**src/rtl/logicnets_pkg.sv**
```systemverilog
// Shared types and helpers for the LogicNets LUT layer.
// Holds the sweep/run state encoding and a clog2 that never returns 0.
package logicnets_pkg;

    typedef enum logic {
        ST_CLEAR = 1'b0,
        ST_RUN   = 1'b1
    } state_t;

    function automatic int clog2_min1(input int n);
        return (n <= 2) ? 1 : $clog2(n);
    endfunction

endpackage

```
**src/rtl/logicnets_lut_ram.sv**
```systemverilog
// One neuron truth table: 2^FAN_IN x OUT_BITS distributed RAM.
// Write lands on the clock edge; read is combinational; no backpressure.
module logicnets_lut_ram #(
    parameter int FAN_IN   = 6,
    parameter int OUT_BITS = 1
) (
    input  logic                clk,
    input  logic                we,
    input  logic [FAN_IN-1:0]   waddr,
    input  logic [OUT_BITS-1:0] wdata,
    input  logic [FAN_IN-1:0]   raddr,
    output logic [OUT_BITS-1:0] rdata
);

    logic [OUT_BITS-1:0] mem [2**FAN_IN];

    always_ff @(posedge clk) begin
        if (we) begin
            mem[waddr] <= wdata;
        end
    end

    assign rdata = mem[raddr];

endmodule

```
**src/rtl/logicnets_lut_layer.sv**
```systemverilog
// Layer of N_NEURONS LUT neurons with runtime-loadable tables and a clear sweep.
// Latency 1 cycle; in_ready drops on config activity, during CLEAR, or when the output is stalled.
module logicnets_lut_layer
    import logicnets_pkg::*;
#(
    parameter int N_NEURONS = 4,
    parameter int FAN_IN    = 6,
    parameter int OUT_BITS  = 1,
    localparam int NB       = clog2_min1(N_NEURONS)
) (
    input  logic                          clk,
    input  logic                          rst,
    input  logic                          in_valid,
    output logic                          in_ready,
    input  logic [N_NEURONS*FAN_IN-1:0]   in_data,
    output logic                          out_valid,
    input  logic                          out_ready,
    output logic [N_NEURONS*OUT_BITS-1:0] out_data,
    input  logic                          cfg_we,
    input  logic [NB-1:0]                 cfg_neuron,
    input  logic [FAN_IN-1:0]             cfg_addr,
    input  logic [OUT_BITS-1:0]           cfg_data,
    input  logic                          cfg_clear,
    output logic                          cfg_busy
);

    state_t                        state_q, state_d;
    logic [FAN_IN-1:0]             sweep_cnt, sweep_d;
    logic                          clearing;
    logic                          cfg_wr_ok;
    logic                          accept;
    logic [FAN_IN-1:0]             wr_addr;
    logic [OUT_BITS-1:0]           wr_data;
    logic [N_NEURONS*OUT_BITS-1:0] lut_dat;

    always_ff @(posedge clk) begin
        if (rst) begin
            state_q   <= ST_CLEAR;
            sweep_cnt <= '0;
        end else begin
            state_q   <= state_d;
            sweep_cnt <= sweep_d;
        end
    end

    // cfg_clear is only looked at in RUN, so a clear request mid-sweep never restarts it.
    always_comb begin
        state_d = state_q;
        sweep_d = sweep_cnt;
        case (state_q)
            ST_CLEAR: begin
                sweep_d = sweep_cnt + 1'b1;
                if (sweep_cnt == {FAN_IN{1'b1}}) begin
                    state_d = ST_RUN;
                    sweep_d = '0;
                end
            end
            ST_RUN: begin
                if (cfg_clear) begin
                    state_d = ST_CLEAR;
                    sweep_d = '0;
                end
            end
            default: begin
                state_d = ST_CLEAR;
                sweep_d = '0;
            end
        endcase
    end

    assign clearing  = (state_q == ST_CLEAR);
    assign cfg_busy  = clearing;
    assign cfg_wr_ok = (state_q == ST_RUN) && cfg_we && !rst;
    assign in_ready  = (state_q == ST_RUN) && !cfg_we && !cfg_clear && (!out_valid || out_ready);
    assign accept    = in_valid && in_ready;

    // The sweep owns the write port while clearing; config writes get it otherwise.
    assign wr_addr = clearing ? sweep_cnt : cfg_addr;
    assign wr_data = clearing ? '0 : cfg_data;

    for (genvar i = 0; i < N_NEURONS; i++) begin : g_neuron
        logic we_i;
        assign we_i = clearing || (cfg_wr_ok && (cfg_neuron == NB'(i)));

        logicnets_lut_ram #(
            .FAN_IN   (FAN_IN),
            .OUT_BITS (OUT_BITS)
        ) u_ram (
            .clk   (clk),
            .we    (we_i),
            .waddr (wr_addr),
            .wdata (wr_data),
            .raddr (in_data[i*FAN_IN +: FAN_IN]),
            .rdata (lut_dat[i*OUT_BITS +: OUT_BITS])
        );
    end

    always_ff @(posedge clk) begin
        if (rst) begin
            out_valid <= 1'b0;
            out_data  <= '0;
        end else if (accept) begin
            out_valid <= 1'b1;
            out_data  <= lut_dat;
        end else if (out_ready) begin
            out_valid <= 1'b0;
        end
    end

endmodule

```
**config.mk**
```make
export PLATFORM = sky130hd
export DESIGN_NAME = logicnets_lut_layer
export DESIGN_NICKNAME = d
export VERILOG_FILES = /design/src/rtl/logicnets_pkg.sv /design/src/rtl/logicnets_lut_ram.sv /design/src/rtl/logicnets_lut_layer.sv
export SDC_FILE = /design/constraint.sdc
export NUM_CORES = 1
export LEC_CHECK = 0
export CORE_AREA = 4 4 155 157
export CTS_CLUSTER_SIZE = 25
export DETAILED_ROUTE_END_ITERATION = 6
export DIE_AREA = 0 0 159 161
export GPL_ROUTABILITY_DRIVEN = 0
export PLACE_DENSITY = 0.7
export SYNTH_ARGS = -nofsm -noshare
export SYNTH_HDL_FRONTEND = slang
export SYNTH_HIERARCHICAL = 1
export SYNTH_SLANG_ARGS = --single-unit
```
**constraint.sdc**
```tcl
create_clock -name clk -period 6.35 [get_ports clk]
set_input_delay 1.27 -clock clk [delete_from_list [all_inputs] [get_ports clk]]
set_output_delay 1.27 -clock clk [all_outputs]
set_load 0.1 [all_outputs]
```
==> summary.txt <==
Worst setup path
  • FF-to-FF setup slack: 3520 ps
  • Worst r2r src: state_q
  • R2r endpoint: g_neuron[1].u_ram/mem[14]
  • R2r worst-path depth: 2
  • Critical Path Sink: in_ready
  • CP max FO: 8
  • CP Cell Sequence: clkdlybuf4s50_1, and2b_4, and3_1, clkdlybuf4s50_1
  • Endpoint class of the critical path: primary output
  • Largest stage delay, worst path: 1150 ps
  • Setup crit start kind: primary input
  • Most used cell, CP: clkdlybuf4s50_1
  • WS Path Type: in2out
  • Critical path arrival: 3400 ps
  • Worst setup startpoint: cfg_clear
  • Worst path required time: 5080 ps
  • Crit-path slowest cell: clkdlybuf4s50_1

Finish
  • Nets: 960
  • N_diodes: 0
  • Layout fillers: 1,701
  • Fin area: 13,780 sq um
  • Layout cell share with drive strength beyond 1: 10.53%
  • Area delta synth->final: 12.25%

Floorplan
  • Die H: 161 um
  • Die area: 25,600 sq um
  • Die W: 159 um
  • Boundary Pins: 46
  • # rows: 55
  • Core ar.: 22,500 sq um
  • Initial core utilization: 54.57%

Timing
  • Final TNS setup: 0 ps
  • Worst rel slew slack: 24.93%
  • Final Skew: 15.62 ps
  • Worst-Margin Slew: 1126 ps
  • Min Tclk post-route: 4667 ps
  • Hold Slack: 479.2 ps
  • Final Cycle Share: 73.50%
  • Final setup fails: 0
  • Max-slew violations: 0
  • Max Fclk: 214.3 MHz
  • RSZ-0062 raised after global routing: false
  • Setup ws final: 1683 ps
  • Final Hold Viols: 0

Clock tree
  • Cts bufs inserted: 27
  • CTS tree: yes
  • Clock Tree Buf Depth: 3
  • Post-CTS Resized: 0
  • CTS sink count: 268
  • Htree depth: 1
  • # hold bufs at CTS: 0
  • Root Buffer: clkbuf_16
  • Post-CTS Setup Bufs: 0
  • Clk Latency, worst-skew pair: 530 ps
  • Clock-pin slew on the worst setup and hold paths: 60 ps

Logic synthesis
  • Syn nets: 935
  • Compound-gate portion of the synthesized area: 2.404%
  • Post-synthesis simple-gate area fraction: 16.62%
  • Main synth FF type: edfxtp_1
  • Register bit count reported by yosys: 268
  • Post-Syn Instances: 895
  • Post-synth EDFFs: 256
  • Top-area cell type share of the netlist area: 62.60%
  • XOR/XNOR Fraction of Synth Area: 0%
  • Post-synth top cells: 273 x nor2_1, 256 x edfxtp_1, 41 x clkbuf_1
  • Yosys cell types: 39
  • Count leader, synth: nor2_1
  • Post-synthesis mux area share: 14.20%
  • Synth async-reset ratio: 0%
  • Area leader, netlist: edfxtp_1
  • Post-synthesis cell area: 12,280 sq um
  • Ys Warns: 6
  • Sequential element share of the synthesized area: 64.55%
  • Combinational family with the most area after synthesis: simple AND/OR/NAND/NOR gates
  • Syn_area_per_cell: 13.72 sq um
  • Synth top area cells: edfxtp_1 63%, nor2_1 8.3%, mux4_2 7.3%
  • Post-synthesis adder-cell area fraction: 0.1019%

GRT
  • Initial antenna violation count: 0
  • Pin count of the biggest net entering global routing: 128
  • First-pass GRT wire length: 40,990 um
  • Total track usage: 20.07%
  • Number of global-route vias before repair: 7,310
  • Residual overflow from global routing: 0

Place
  • Placement-stage cell area: 12,870 sq um
  • Port bufs: 45
  • Worst slack at placement: 1674 ps
  • Detailed placement HPWL: 15,600 um

Detailed routing
  • TritonRoute pass-1 iters: 5
  • DRC: 0
  • Initial DRC count: 630
  • Via count: 7,445
  • DRT Wirelength: 25,730 um
  • Final ANT Viol Nets: 0
  • Routed len/inst: 21.00 um
  • Number of vias per cell: 6.078

Pwr
  • PwrDens: 272.6 nW/um^2
  • Static Leakage: 0.004306 uW
  • Final Power: 3758 uW
  • Peak supply drop: 0.0002075 V

Outcome
  • Status: finished clean

Job
  • Max Cap Viol: 0

Min path
  • Type of the worst min-delay path: reg2reg
[per-layer routing]
metal / part of all wire (%) / wire length [um] / track usage, % / vias to the layer above
li1: - / - / - / 3418
met1: 42 / 10830 / 28.16 / 3750
met2: 50 / 12840 / 33.46 / 234
met3: 5.7 / 1465 / 2.781 / 43
met4: 2.3 / 599 / 5.799 / 0
met5: 0 / 0 / 0 / -
[worst min path at each step]
stage / startpoint / to / cells past startpoint
final: out_data[3] / out_data[3] / 2
after global routing: out_data[3] / out_data[3] / 2
after CTS: out_data[3] / out_data[3] / 2
after detailed placement: out_data[3] / out_data[3] / 2
after global placement: out_data[3] / out_data[3] / 2
after floorplan: sweep_cnt[5] / sweep_cnt[5] / 2
[state kept, by name, summed over array words and instances, names as in the netlist]
signal,cells
g_neuron.u_ram/mem,256
out_data,4
out_valid,1
state_q,1
sweep_cnt,6
[per-stage QoR]
stage / cells / utilization, %
floorplan: 895 / -
global placement: 1176 / 57.21
detailed placement: 1176 / 57.21
CTS: 1225 / 61.26
global route: 1225 / 61.26
finish: 1225 / 61.26
[cell families after synthesis]
group,after synthesis
AOI/OAI and AO/OA,42
adders and majority gates,1
buffers and inverters,57
DFF,268
muxes,78
and+or+nand+nor,449
[report_power, final]
part           internal [uW]  leakage [uW]  switching [uW]
clock network            978      0.000441             643
registers               1920       0.00250            4.61
logic                   88.9       0.00137             126
total                   2980       0.00431             774
[cells in the final DEF, fill, tap and decap left out, drive strengths merged, types with 11 or more instances in the layout]
master / n
nand2b: 17
nand4: 13
mux4: 68
nor2: 273
nand3b: 17
nor2b: 20
edfxtp: 256
clkdlybuf4s50: 45
nand2: 34
nand3: 38
clkinv: 12
a21oi: 11
clkbuf: 29
dfxtp: 12
[layout make-up]
cell class | count | area (sq um) | area share (%)
clock inverter | 20 | 226.5 | 1.643
sequential | 268 | 7928 | 57.51
multi-input combinational | 570 | 4095 | 29.71
inverter | 4 | 15.01 | 0.1089
tap | 285 | 356.6 | 2.587
clock buffer | 29 | 683.2 | 4.956
timing repair buffer | 49 | 480.5 | 3.486
[worst max-delay path, delay by kind of cell]
family,cells,cell delay (ps)
and+or+nand+nor,2,530
buffers and inverters,2,1600
(Power assumes the default switching activity.)
